===== src/rtl/arith_pkg.sv =====
// Shared definitions for the arithmetic datapath blocks:
// divider state encoding, default operand width and counter sizing.
package arith_pkg;

  localparam int DEFAULT_WIDTH = 4;

  typedef enum logic [1:0] {
    IDLE = 2'd0,
    RUN  = 2'd1,
    DONE = 2'd2
  } div_state_t;

  // The iteration counter must hold the value WIDTH itself.
  function automatic int cnt_width(input int width);
    return $clog2(width + 1);
  endfunction

endpackage


===== src/rtl/div_step.sv =====
// One restoring-division step: shift the next dividend bit into the partial
// remainder, trial-subtract the divisor and keep the difference if it fits.
module div_step
  import arith_pkg::*;
#(
  parameter int WIDTH = DEFAULT_WIDTH
) (
  input  logic [WIDTH:0]   rem_in,
  input  logic             bit_in,
  input  logic [WIDTH-1:0] divisor,
  output logic [WIDTH:0]   rem_out,
  output logic             q_bit
);

  logic [WIDTH:0]   shifted;
  logic [WIDTH+1:0] trial;

  assign shifted = {rem_in[WIDTH-1:0], bit_in};
  assign trial   = {1'b0, shifted} - {2'b00, divisor};

  // A set top bit means the shifted value is already beyond any WIDTH-bit divisor.
  assign q_bit   = rem_in[WIDTH] | ~trial[WIDTH+1];
  assign rem_out = q_bit ? trial[WIDTH:0] : shifted;

endmodule


===== src/rtl/seq_divider.sv =====
// Sequential unsigned restoring divider: one quotient bit per clock,
// start/done handshake, results held until the next accepted start.
module seq_divider
  import arith_pkg::*;
#(
  parameter int WIDTH = DEFAULT_WIDTH
) (
  input  logic             clk,
  input  logic             rst_n,
  input  logic             start,
  input  logic [WIDTH-1:0] dividend,
  input  logic [WIDTH-1:0] divisor,
  output logic             busy,
  output logic             done,
  output logic [WIDTH-1:0] quotient,
  output logic [WIDTH-1:0] remainder,
  output logic             div_by_zero
);

  localparam int CW = cnt_width(WIDTH);

  div_state_t       state_reg;
  logic [WIDTH-1:0] shift_reg;
  logic [WIDTH-1:0] divisor_reg;
  logic [WIDTH:0]   rem_reg;
  logic [CW-1:0]    cnt_reg;

  logic [WIDTH:0]   rem_next;
  logic             q_bit;
  logic [WIDTH-1:0] shift_next;

  div_step #(
    .WIDTH(WIDTH)
  ) u_step (
    .rem_in (rem_reg),
    .bit_in (shift_reg[WIDTH-1]),
    .divisor(divisor_reg),
    .rem_out(rem_next),
    .q_bit  (q_bit)
  );

  // Dividend bits leave at the top while quotient bits enter at the bottom.
  assign shift_next = {shift_reg[WIDTH-2:0], q_bit};

  always_ff @(posedge clk or negedge rst_n) begin
    if (!rst_n) begin
      state_reg   <= IDLE;
      shift_reg   <= '0;
      divisor_reg <= '0;
      rem_reg     <= '0;
      cnt_reg     <= '0;
      busy        <= 1'b0;
      done        <= 1'b0;
      quotient    <= '0;
      remainder   <= '0;
      div_by_zero <= 1'b0;
    end else begin
      case (state_reg)
        IDLE: begin
          if (start) begin
            shift_reg   <= dividend;
            divisor_reg <= divisor;
            rem_reg     <= '0;
            cnt_reg     <= CW'(WIDTH);
            div_by_zero <= 1'b0;
            if (divisor == '0) begin
              // Division by zero resolves without iterating.
              state_reg   <= DONE;
              done        <= 1'b1;
              quotient    <= '1;
              remainder   <= dividend;
              div_by_zero <= 1'b1;
            end else begin
              state_reg <= RUN;
              busy      <= 1'b1;
            end
          end
        end

        RUN: begin
          shift_reg <= shift_next;
          rem_reg   <= rem_next;
          cnt_reg   <= cnt_reg - CW'(1);
          if (cnt_reg == CW'(1)) begin
            state_reg <= DONE;
            busy      <= 1'b0;
            done      <= 1'b1;
            quotient  <= shift_next;
            remainder <= rem_next[WIDTH-1:0];
          end
        end

        DONE: begin
          done      <= 1'b0;
          state_reg <= IDLE;
        end

        default: begin
          state_reg <= IDLE;
          busy      <= 1'b0;
          done      <= 1'b0;
        end
      endcase
    end
  end

endmodule


===== config.mk =====
export PLATFORM = sky130hd
export DESIGN_NAME = seq_divider
export DESIGN_NICKNAME = d
export VERILOG_FILES = /design/src/rtl/arith_pkg.sv /design/src/rtl/div_step.sv /design/src/rtl/seq_divider.sv
export SDC_FILE = /design/constraint.sdc
export NUM_CORES = 1
export LEC_CHECK = 0
export ABC_CLOCK_PERIOD_IN_PS = 2500
export CAP_MARGIN = 20
export CORE_MARGIN = 1
export CORE_UTILIZATION = 45
export DETAILED_ROUTE_END_ITERATION = 8
export PLACE_DENSITY = 0.71
export SLEW_MARGIN = 20
export SYNTH_ARGS = -nofsm -noshare
export SYNTH_HDL_FRONTEND = slang
export SYNTH_HIERARCHICAL = 1
export SYNTH_SLANG_ARGS = --single-unit

===== constraint.sdc =====
create_clock -name clk -period 2.5 [get_ports clk]
set_input_delay 0.75 -clock clk [delete_from_list [all_inputs] [get_ports clk]]
set_output_delay 0.75 -clock clk [all_outputs]
set_load 0.01 [all_outputs]

==> results.txt <==
detailed-route wire length per cell - 14.5 um
post-CTS setup buffers - 0
GR Util met3 - 5.88%
asr flop ratio synth - 100%
power per cell area - 1450 nW/um^2
Die Wd - 61.4 um
antenna diode count - 0
Max VDD drop - 0.000539 V
CTS H-tree lvls - 2
Setup CP Type - reg2reg
Mean Syn Cell Area - 12.1 sq um
worst hold path type - reg2reg
final hold slack - 0.512 ns
Leakage - 0.872 nW
most used routing layer in global routing - met2
gpl congestion - 0.860
Starting Density - 47.3%
EDFF count, synth - 0
IO Pins - 22
final hold violations - 0
synthesized flop and latch total - 29
Clock power frac - 14.1%
Tcrit/Tclk final - 93.0%
share of post-route cells with drive strength above 1 - 22.0%
Core Area - 3360 sq um
CTS hold repair buffers - 0
first-pass GRT wire length - 4800 um
drt first pass iters - 4
ANT nets after route - 0
initial DRC count - 27
vias in the first global route - 1048
P&R area growth vs syn - 22.0%
PortBufs - 21
Resize count post-CTS - 0
Power, Total - 0.00282 W
status - finished, final reports clean
fillers - 308
Int Pwr - 0.00182 W
final setup violation count - 0
Final #Nets - 176
synthesis warning total - 6
Tmin final - 2.32 ns
initial antenna violation count - 0
Sw Pwr - 0.00100 W
Die H - 61.4 um
worst skew pair latency - 0.32 ns
Root Driver - clkbuf_4
DRC - 0
max reg flops - 5
crit path DAT - 2.54 ns
post-layout util - 57.7%
CTS Buf Count - 5
all-layer global routing usage - 18.2%
Clock Skews - 0.00825 ns
crit path launch type - register
via count - 1107
Comb pwr share - 54.1%
Core Rows - 21
Worst Max-Slew Pin Slew - 0.577 ns
Seq pwr share - 31.8%
Sw Ratio - 35.5%
GRT met2 Usage - 27.5%
Sink Count - 29
Worst-path clk slew - 0.09 ns
CTS max path bufs - 2
Post-Route WL - 2980 um
Placed Area - 1850 sq um
gr ovfl total - 0
GR Util met1 - 23.0%
highest clock rate - 430 MHz
Mapped Area - 1590 sq um
Max-Cap Viols - 0
setup TNS - 0 ns
CP Data Required Time - 2.72 ns
cell area after layout - 1940 sq um
fin. max-slew vios - 0
RSZ-0062 raised after global routing - false
most common flop cell mapped by yosys - dfrtp_1
syn nets - 149
Die ar. - 3780 sq um
CTS tree - built
Via-to-Cell Ratio - 5.40
sequential area share after synthesis - 45.6%
largest net degree at the start of global routing - 30
slew margin rel. - 61.5%
DP HPWL - 2200 um
nature of the critical path endpoint - register
synth unique cells - 33
Syn Inst Count - 131
Crit Path Max Fanout - 4
-- cell type report --
class / count / area [sq um] / area share, %
multi-input combinational: 87 / 777 / 40.1
tap: 46 / 57.6 / 2.97
sequential: 29 / 726 / 37.4
clock buffer: 7 / 55.1 / 2.84
clock inverter: 1 / 30.0 / 1.55
inverter: 9 / 33.8 / 1.74
timing repair buffer: 26 / 260 / 13.4
-- power groups by stage --
stage / Clock [W] / Sequential, W / Combinational, W
after floorplan: 0 / 0.000860 / 0.00117
after global placement: 0 / 0.000890 / 0.00147
after detailed placement: 0 / 0.000903 / 0.00152
after CTS: 0.000408 / 0.000898 / 0.00152
after global routing: 0.000435 / 0.000934 / 0.00167
final: 0.000398 / 0.000898 / 0.00153
-- placed cells by master (no fill, tap or decap), types with 3 or more instances in the layout --
| cell | n |
|---|---|
| mux2_4 | 10 |
| o21ai_0 | 8 |
| clkdlybuf4s50_1 | 21 |
| nor2b_1 | 4 |
| a22oi_1 | 5 |
| inv_1 | 9 |
| buf_4 | 4 |
| clkbuf_4 | 5 |
| nor4_1 | 3 |
| a21oi_1 | 3 |
| nand2b_1 | 4 |
| nand2_1 | 6 |
| dfrtp_1 | 29 |
| a22o_1 | 6 |
| ha_1 | 6 |
| mux2_2 | 9 |
-- cells in the mapped netlist (3+ instances only) --
cell type  count  area [sq um]
nand2b_1       4          25.0
a22oi_1        5          37.5
nor4_1         3          18.8
ha_1           6          75.1
inv_1          9          33.8
a21oi_1        3          15.0
nand2_1        6          22.5
mux2_4        10           150
a22o_1         6          52.6
dfrtp_1       29           726
o21ai_0        8          40.0
nor2b_1        4          25.0
mux2_2         9           101
buf_6          4          45.0
-- critical path, cell delays in order (launching register included) --
cell and delay [ns]:
dfrtp_1 0.44, ha_1 0.29, nor2b_1 0.15, o31a_4 0.30, nor2b_4 0.18, mux2_4 0.32
mux2_2 0.27, mux2_4 0.25
-- kinds of logic (layout without fill, tap and decap cells) --
group / count (synthesis) / count (layout) / share of synthesized area [%]
and+or+nand+nor: 29 / 29 / 12.2
DFF: 29 / 29 / 45.6
buffers and inverters: 15 / 43 / 5.51
xor gates and xnor gates: 1 / 1 / 0.551
muxes: 21 / 21 / 17.1
AOI/OAI and AO/OA: 29 / 29 / 13.1
adders and majority gates: 7 / 7 / 5.98
-- through the flow --
step | setup slack, ns | cells
floorplan | 0.309 | 131
global placement | 0.0484 | 197
detailed placement | -0.000124 | 197
CTS | 0.178 | 205
global route | 0.110 | 205
finish | 0.175 | 205
-- final timing paths --
| path | start | to | slack (ns) | cells past startpoint |
|---|---|---|---|---|
| worst min-delay path | shift_reg[3]$_DFFE_PN0P_ | shift_reg[3]$_DFFE_PN0P_ | 0.51 | 2 |
| worst max register to register | rem_reg[0]$_DFFE_PN0P_ | remainder[2]$_DFFE_PN0P_ | 0.18 | 7 |
| min in group asynchronous | rst_n | remainder[2]$_DFFE_PN0P_ | 0.80 | 2 |
| worst max-delay path | rem_reg[0]$_DFFE_PN0P_ | remainder[2]$_DFFE_PN0P_ | 0.18 | 7 |
| worst min register to register | shift_reg[3]$_DFFE_PN0P_ | shift_reg[3]$_DFFE_PN0P_ | 0.51 | 2 |
| max in group asynchronous | rst_n | divisor_reg[3]$_DFFE_PN0P_ | 1.42 | 2 |
-- metal layers --
| layer | part of all wire (%) | up-vias |
|---|---|---|
| li1 | - | 522 |
| met1 | 45 | 544 |
| met2 | 48 | 31 |
| met3 | 4.2 | 10 |
| met4 | 3.3 | 0 |
| met5 | 0 | - |
Note: power is estimated with default switching activity, not from simulation.
